<file path="src/rtl/alu_operand_stage_pkg.sv">
// Shared CPU definitions used by the EX operand stage: ALUFun encodings,
// the hardwired-zero register index, the stage register layout and the forward-hit rule.
package alu_operand_stage_pkg;

    localparam int XLEN  = 32;
    localparam int REG_W = 5;

    localparam logic [REG_W-1:0] REG_ZERO = '0;

    // ALUFun[5:4] selects the functional group, [3:0] the operation within it
    localparam logic [1:0] ALU_GRP_ADD   = 2'b00;
    localparam logic [1:0] ALU_GRP_LOGIC = 2'b01;
    localparam logic [1:0] ALU_GRP_SHIFT = 2'b10;
    localparam logic [1:0] ALU_GRP_CMP   = 2'b11;

    localparam logic [5:0] ALU_ADD = 6'b000000;
    localparam logic [5:0] ALU_SUB = 6'b000001;
    localparam logic [5:0] ALU_AND = 6'b011000;
    localparam logic [5:0] ALU_OR  = 6'b011110;
    localparam logic [5:0] ALU_XOR = 6'b010110;
    localparam logic [5:0] ALU_NOR = 6'b010001;
    localparam logic [5:0] ALU_A   = 6'b011010;
    localparam logic [5:0] ALU_SLL = 6'b100000;
    localparam logic [5:0] ALU_SRL = 6'b100001;
    localparam logic [5:0] ALU_SRA = 6'b100011;
    localparam logic [5:0] ALU_EQ  = 6'b110011;
    localparam logic [5:0] ALU_NEQ = 6'b110001;
    localparam logic [5:0] ALU_LT  = 6'b110101;

    typedef struct packed {
        logic             valid;
        logic [5:0]       alufun;
        logic             sign;
        logic [XLEN-1:0]  rs_data;
        logic [XLEN-1:0]  rt_data;
        logic [XLEN-1:0]  imm;
        logic [4:0]       shamt;
        logic             alusrc1;
        logic             alusrc2;
        logic [REG_W-1:0] rs;
        logic [REG_W-1:0] rt;
        logic [REG_W-1:0] rd;
        logic             regwrite;
        logic             memread;
        logic             memwrite;
    } stage_t;

    function automatic logic fwd_hit(input logic we, input logic [REG_W-1:0] rd,
                                     input logic [REG_W-1:0] src);
        return we && (rd != REG_ZERO) && (rd == src);
    endfunction

endpackage

</file>
<file path="src/rtl/alu_operand_stage_fwd_mux.sv">
// Forwarding comparator/mux for one source operand: EX/MEM beats MEM/WB beats held data,
// and register zero is never forwarded.
module fwd_mux
    import alu_operand_stage_pkg::*;
(
    input  logic [REG_W-1:0] i_src,
    input  logic [XLEN-1:0]  i_held,
    input  logic             i_exmem_we,
    input  logic [REG_W-1:0] i_exmem_rd,
    input  logic [XLEN-1:0]  i_exmem_result,
    input  logic             i_memwb_we,
    input  logic [REG_W-1:0] i_memwb_rd,
    input  logic [XLEN-1:0]  i_memwb_result,
    output logic [XLEN-1:0]  o_data
);

    always_comb begin
        o_data = i_held;
        if (fwd_hit(i_exmem_we, i_exmem_rd, i_src))
            o_data = i_exmem_result;
        else if (fwd_hit(i_memwb_we, i_memwb_rd, i_src))
            o_data = i_memwb_result;
    end

endmodule

</file>
<file path="src/rtl/alu_operand_stage.sv">
// ID/EX stage register with operand forwarding, stall/flush control and
// load-use hazard detection.
module alu_operand_stage
    import alu_operand_stage_pkg::*;
(
    input  logic             clk,
    input  logic             reset,
    input  logic             id_valid,
    input  logic [5:0]       id_ALUFun,
    input  logic             id_Sign,
    input  logic [XLEN-1:0]  id_rs_data,
    input  logic [XLEN-1:0]  id_rt_data,
    input  logic [XLEN-1:0]  id_imm,
    input  logic [4:0]       id_shamt,
    input  logic             id_ALUSrc1,
    input  logic             id_ALUSrc2,
    input  logic [REG_W-1:0] id_rs,
    input  logic [REG_W-1:0] id_rt,
    input  logic [REG_W-1:0] id_rd,
    input  logic             id_RegWrite,
    input  logic             id_MemRead,
    input  logic             id_MemWrite,
    input  logic             exmem_RegWrite,
    input  logic [REG_W-1:0] exmem_rd,
    input  logic [XLEN-1:0]  exmem_result,
    input  logic             memwb_RegWrite,
    input  logic [REG_W-1:0] memwb_rd,
    input  logic [XLEN-1:0]  memwb_result,
    input  logic             stall,
    input  logic             flush,
    output logic             ex_valid,
    output logic [5:0]       ex_ALUFun,
    output logic             ex_Sign,
    output logic [XLEN-1:0]  ex_A,
    output logic [XLEN-1:0]  ex_B,
    output logic [XLEN-1:0]  ex_store_data,
    output logic [REG_W-1:0] ex_rd,
    output logic             ex_RegWrite,
    output logic             ex_MemRead,
    output logic             ex_MemWrite,
    output logic             load_use_stall
);

    stage_t          r_stage;
    stage_t          w_load;
    logic [XLEN-1:0] w_fwd_rs;
    logic [XLEN-1:0] w_fwd_rt;

    always_comb begin
        w_load          = '0;
        w_load.valid    = id_valid;
        w_load.alufun   = id_ALUFun;
        w_load.sign     = id_Sign;
        w_load.rs_data  = id_rs_data;
        w_load.rt_data  = id_rt_data;
        w_load.imm      = id_imm;
        w_load.shamt    = id_shamt;
        w_load.alusrc1  = id_ALUSrc1;
        w_load.alusrc2  = id_ALUSrc2;
        w_load.rs       = id_rs;
        w_load.rt       = id_rt;
        w_load.rd       = id_rd;
        w_load.regwrite = id_RegWrite;
        w_load.memread  = id_MemRead;
        w_load.memwrite = id_MemWrite;
    end

    // While held, a retiring MEM/WB write is captured so the operand is still
    // correct once that producer has left the pipeline.
    always_ff @(posedge clk) begin
        if (reset || flush) begin
            r_stage <= '0;
        end else if (stall) begin
            if (fwd_hit(memwb_RegWrite, memwb_rd, r_stage.rs))
                r_stage.rs_data <= memwb_result;
            if (fwd_hit(memwb_RegWrite, memwb_rd, r_stage.rt))
                r_stage.rt_data <= memwb_result;
        end else begin
            r_stage <= w_load;
        end
    end

    fwd_mux u_fwd_rs (
        .i_src          (r_stage.rs),
        .i_held         (r_stage.rs_data),
        .i_exmem_we     (exmem_RegWrite),
        .i_exmem_rd     (exmem_rd),
        .i_exmem_result (exmem_result),
        .i_memwb_we     (memwb_RegWrite),
        .i_memwb_rd     (memwb_rd),
        .i_memwb_result (memwb_result),
        .o_data         (w_fwd_rs)
    );

    fwd_mux u_fwd_rt (
        .i_src          (r_stage.rt),
        .i_held         (r_stage.rt_data),
        .i_exmem_we     (exmem_RegWrite),
        .i_exmem_rd     (exmem_rd),
        .i_exmem_result (exmem_result),
        .i_memwb_we     (memwb_RegWrite),
        .i_memwb_rd     (memwb_rd),
        .i_memwb_result (memwb_result),
        .o_data         (w_fwd_rt)
    );

    assign ex_valid      = r_stage.valid;
    assign ex_ALUFun     = r_stage.alufun;
    assign ex_Sign       = r_stage.sign;
    assign ex_rd         = r_stage.rd;
    assign ex_RegWrite   = r_stage.regwrite;
    assign ex_MemRead    = r_stage.memread;
    assign ex_MemWrite   = r_stage.memwrite;
    assign ex_A          = r_stage.alusrc1 ? {27'b0, r_stage.shamt} : w_fwd_rs;
    assign ex_B          = r_stage.alusrc2 ? r_stage.imm : w_fwd_rt;
    assign ex_store_data = w_fwd_rt;

    assign load_use_stall = r_stage.valid && r_stage.memread && (r_stage.rd != REG_ZERO)
                         && id_valid && ((r_stage.rd == id_rs) || (r_stage.rd == id_rt));

endmodule

</file>
<file path="config.mk">
export PLATFORM = sky130hd
export DESIGN_NAME = alu_operand_stage
export DESIGN_NICKNAME = d
export VERILOG_FILES = /design/src/rtl/alu_operand_stage_pkg.sv /design/src/rtl/alu_operand_stage_fwd_mux.sv /design/src/rtl/alu_operand_stage.sv
export SDC_FILE = /design/constraint.sdc
export NUM_CORES = 1
export LEC_CHECK = 0
export CAP_MARGIN = 0
export CORE_AREA = 2 2 175 177
export DETAILED_ROUTE_END_ITERATION = 16
export DIE_AREA = 0 0 177 179
export GPL_ROUTABILITY_DRIVEN = 0
export GPL_TIMING_DRIVEN = 0
export PLACE_DENSITY = 0.54
export RECOVER_POWER = 25
export SYNTH_ARGS = -nofsm -noshare
export SYNTH_HDL_FRONTEND = slang
export SYNTH_SLANG_ARGS = --single-unit
</file>
<file path="constraint.sdc">
create_clock -name clk -period 3.6 [get_ports clk]
set_clock_uncertainty 0.2 [all_clocks]
set_input_delay 0.36 -clock clk [delete_from_list [all_inputs] [get_ports clk]]
set_output_delay 0.36 -clock clk [all_outputs]
set_load 0.005 [all_outputs]
</file>
-- Word-level counts from Yosys, hierarchy flattened
Index checks and enable logic that the tools add are counted.
- mux-type cells: 7
- reductions and logical operators: 15
- eq/ne operators: 6
- operator list (cell ; count):
    two-way mux 32 bit ; 6
    two-way mux 64 bit ; 1
    == test 5 bit ; 6
    nonzero test 5 bit ; 3
    logical AND 1 bit ; 10
    logical OR 1 bit ; 2
- output and inout port bits: 113
- register bits after elaboration: 129
- word-level logic and storage cells: 43

-- Logic depth before layout (Yosys ltp)
- depth in word-level cells: 6
- mapped depth: 8
- depth with buffers taken out: 5

-- By module
A second synthesis with hierarchy kept.
- cells, all modules: 1081
- area total of the unflattened synthesis: 8886.0 µm²
- by module, submodules not included (module ; cells an instance ; area an instance (µm²) ; instances):
    alu_operand_stage ; 711 ; 6551.3 ; 1
    fwd_mux ; 185 ; 1167.4 ; 2

-- Worst setup path after synthesis
OpenSTA, ideal clock, no wires.
- kind: input -> output
- start point: input memwb_rd[1]
- end point: output ex_B[27]
- required time: 3.040 ns
- slack: 1.019 ns
- data arrival time: 2.021 ns
- cell stages on the path: 7
- cells stage by stage: xor2_1 -> or3_1 -> buf_6 -> buf_6 -> or4_4 -> a31oi_2 -> mux2_2
- word-level cells in the longest chain between the ends: 6
- elaborated cells between the ends (all ways): 7
- classes of those cells: eq/ne: 1; mux: 3; reduce/logical: 3
- RTL lines (element ; RTL line ; source):
    from (decl) ; alu_operand_stage.sv:27 ; input logic [REG_W-1:0] memwb_rd,
    nonzero test 5 bit ; alu_operand_stage_pkg.sv:50 ; return we && (rd != REG_ZERO) && (rd == src);
    logical AND 1 bit ; alu_operand_stage_pkg.sv:50 ;
    logical AND 1 bit (*) ; alu_operand_stage_pkg.sv:50 ;
    two-way mux 32 bit (*) ; -- ;
    two-way mux 32 bit (*) ; alu_operand_stage_fwd_mux.sv:19 ; if (fwd_hit(i_exmem_we, i_exmem_rd, i_src))
    via ex_store_data[27] ; alu_operand_stage.sv:36 ; output logic [XLEN-1:0] ex_store_data,
    two-way mux 32 bit (*) ; alu_operand_stage.sv:115 ; assign ex_B = r_stage.alusrc2 ? r_stage.imm : w_fwd_rt;
    to (decl) ; alu_operand_stage.sv:35 ; output logic [XLEN-1:0] ex_B,
The timed path passes the listed nets; every way through them passes the cells marked *.

-- Worst setup path after layout
- start point: register r_stage[12] (netlist bit)
- end point: output ex_B[23]
- word-level cells in the longest chain between the ends: 5
- elaborated cells between the ends (all ways): 7
- classes of those cells: eq/ne: 2; mux: 3; reduce/logical: 2
- RTL lines (element ; RTL line ; source):
    from (decl) ; alu_operand_stage.sv:44 ; stage_t r_stage;
    from (signal assigned) ; alu_operand_stage.sv:79 ; r_stage <= w_load;
    == test 5 bit ; alu_operand_stage_pkg.sv:50 ;
    logical AND 1 bit ; alu_operand_stage_pkg.sv:50 ;
    two-way mux 32 bit ; -- ;
    two-way mux 32 bit (*) ; alu_operand_stage_fwd_mux.sv:19 ;
    two-way mux 32 bit (*) ; alu_operand_stage.sv:115 ;
Mark *: on every way between the ends. The rest lies on a longest branch, timed or not.

==> flow_summary.yaml <==
route:
  drt-met1-wl_mm: 15.42
  dr_total_vias: 8134
  viasPerCell: 5.009
  met2WireLength_mm: 17.18
  wirelength_mm: 35.53
  drt-wirelength-per-cell_um: 21.88
  drtAntennaViolNets: 0
  maxUsedRoutingLayer: "met5"
  initialDrtViolationCount: 492
  drt_drc_violations_left: 0
  met3_length_mm: 2.001
  dr.pass1.iters: 5
worst_setup_path:
  start_kind: "flip-flop"
  slowest_delay_ns: 0.45
  r2r_cells: 7
  setup.worst_path.class: "flip-flop to primary output"
  arrival_ns: 3.02
  critPathLaunch: "r_stage[12]$_SDFFE_PP0N_"
  slowest_stage: "clkdlybuf4s50_1"
  path_max_fanout: 10
  cp-endpoint: "ex_B[23]"
  reg2reg_slack_ns: 1.34
  cp_data_required_time_ns: 3.04
  crit_path_end_kind: "primary output"
  r2r-end: "r_stage[114]$_SDFF_PP0_"
  rr_startpoint: "r_stage[17]$_SDFFE_PP0N_"
  worstPathCellList: "xor2_1 > or3_4 > buf_8 > buf_12 > buf_6 > o31ai_2 > a31oi_4 > mux2_1 > clkdlybuf4s50_1"
logic_synthesis:
  ys_top_cells_by_count: "129 x dfxtp_1, 102 x nor2_1, 92 x mux2i_1"
  ys_warn_count: 0
  synth_edf_count: 0
  synth_area_mm2: 0.007381
  ys_seq_area_share_pct: 34.99
  synth_nets: 1060
  synth_top_area_share_pct: 34.99
  avgSynthCellArea_um2: 8.673
  muxShareOfSynthArea_pct: 17.21
  yosysTopAreaCell: "dfxtp_1"
  synth_area_leaders: "dfxtp_1 35%, mux2i_1 12%, nor2_1 5.2%"
  synthAdderAreaFrac_pct: 0
  synth_compound_area_share_pct: 22.65
  synth_top_family_by_area: "compound AO/OA/AOI/OAI gates"
  synth-seq-cells: 129
  ys.flop_type: "dfxtp_1"
  synthMostInstantiatedCell: "dfxtp_1"
  synth_xor_area_share_pct: 3.560
  synthCells: 851
  yosysUniqueCellTypes: 37
  async_flop_share_pct: 0
  yosys.area_share.simple_pct: 13.12
global_routing:
  grt_max_degree: 17
  grt_pass1_wl_mm: 50.48
  track_usage_pct: 21.52
  overflow: 0
  grt_antenna_before_repair: 6
  grt_pass1_vias: 7991
timing:
  tightest_slew_ns: 1.269
  final_max_slew_viol_count: 0
  max_freq_mhz: 279.0
  finalHoldViolations: 0
  setup_viol: 0
  rsz0062_at_grt: "true"
  max_slew_margin_pct: 15.10
  layout_min_cycle_time_ns: 3.585
  holdWs_ns: 0.2214
  finalCritPeriodShare_pct: 99.58
clock_network:
  cts_max_level: 4
  numClockSinks: 129
  clk_path_buf_depth: 2
  clkTransAtPathRegs_ns: 0.07
  cts.hold.buffers_added: 0
  cts-root-buf: "clkbuf_16"
  tritoncts: "yes"
  cts_inserted_buffers: 17
  clk_latency_ns: 0.43
power:
  vdd_ir_drop_max_mv: 0.2272
  powerDensity_mw_per_mm2: 330.3
  p_leak_nw: 5.033
  p_total_mw: 4.237
layout:
  area_growth_pct: 73.81
  layoutNonFillerInstCount: 1624
  final_util_pct: 42.72
  layout.nets: 1419
  num-fill-cells: 3010
  drive_gt1_share_pct: 19.30
  post-route-cell-area_mm2: 0.01283
floorplanning:
  die_h_um: 179
  pin_count: 322
  die_x_um: 177
  dieArea_mm2: 0.03168
  start_util_pct: 24.58
  rows: 64
  core-area_mm2: 0.03003
placement:
  place_area_mm2: 0.01108
  hpwl_mm: 26.32
  numPortBuffers: 320
  place_inst: 1567
outcome:
  status: "finished clean"
min_path:
  hold_class: "primary input to flip-flop"
  hold_depth: 3
flow_run:
  maxCapViolCount: 0
## worst max-delay path, delay by kind of cell (launching register included)
family,cells,cell delay (ns)
compound gates,2,0.47
xor+xnor,1,0.17
buf+inv,4,0.91
flops,1,0.32
mux,1,0.29
simple gates,1,0.42
## metal layers
metal | vias up | track usage, %
met2 | 302 | 35.78
met4 | 4 | 8.023
met5 | - | 0
met3 | 56 | 4.495
li1 | 3848 | -
met1 | 3924 | 27.35
## metrics by stage
step | TNS [ns] | worst slack [ns]
2_1_floorplan | 0 | 1.019
3_3_place_gp | -40.06 | -0.5788
3_5_place_dp | -41.17 | -0.6063
4_1_cts | 0 | 0.0006319
5_1_grt | -0.5609 | -0.09046
6_report | 0 | 0.01518
## power breakdown
group | internal, mW | switching, mW | total (mW)
clock | 0.959 | 0.769 | 1.73
sequential | 1.48 | 0.0306 | 1.51
combinational | 0.536 | 0.460 | 0.996
## worst min-delay path by stage
stage	from	end
2_1_floorplan	r_stage[25]$_SDFFE_PP0N_	r_stage[25]$_SDFFE_PP0N_
3_3_place_gp	r_stage[56]$_SDFFE_PP0N_	r_stage[56]$_SDFFE_PP0N_
3_5_place_dp	r_stage[67]$_SDFF_PP0_	r_stage[67]$_SDFF_PP0_
4_1_cts	stall	r_stage[64]$_SDFF_PP0_
5_1_grt	stall	r_stage[68]$_SDFF_PP0_
6_report	stall	r_stage[64]$_SDFF_PP0_
## sequential cells by signal, summed over array words and instances, names as in the netlist
name / flops
ex_Sign: 1
ex_MemRead: 1
ex_MemWrite: 1
ex_RegWrite: 1
r_stage: 113
ex_valid: 1
ex_rd: 5
ex_ALUFun: 6
## layout by cell type, fill, tap and decap left out, types with 6 or more instances in the layout
cell type / netlist / layout
a31oi_1: 61 / 31
inv_1: 37 / 37
dlygate4sd2_1: 0 / 14
xor2_1: 18 / 18
nor3_1: 36 / 30
dlymetal6s2s_1: 0 / 23
buf_6: 7 / 17
xnor2_1: 12 / 12
mux2i_1: 92 / 92
o31ai_1: 8 / 7
o21ai_0: 65 / 65
mux2_1: 24 / 19
nand3_1: 8 / 8
mux2_2: 7 / 7
a31oi_4: 0 / 25
o31ai_2: 29 / 6
or4_1: 25 / 7
dlygate4sd3_1: 0 / 12
a211oi_1: 28 / 18
clkdlybuf4s50_1: 0 / 270
nor2_1: 102 / 101
clkbuf_16: 0 / 17
buf_4: 14 / 38
a211oi_2: 0 / 10
o31ai_4: 0 / 24
or4_4: 9 / 27
dfxtp_1: 129 / 124
a21oi_1: 34 / 34
a31oi_2: 1 / 6
clkbuf_1: 49 / 40
nand2_1: 8 / 8
## logic make-up after synthesis
group,after synthesis
flops,129
simple gates,195
compound gates,241
buf+inv,133
mux,123
xor+xnor,30
## what timing repair did
item	in CTS	in global routing
resized for setup	135	96
endpoints found under the setup margin	96	63
setup buffers	14	8
pin swaps	24	30
cloned	1	0
## layout make-up
cell class	count	area, um2	share of cell area [%]
clock buffer	18	429.2	3.345
tap	396	495.5	3.862
clock inverter	14	131.4	1.024
multi-input combinational	589	4989	38.89
antenna	5	12.51	0.09753
buffer	94	640.6	4.994
timing repair buffer	342	3403	26.53
inverter	37	138.9	1.083
sequential	129	2589	20.18
(Power assumes the default switching activity.)
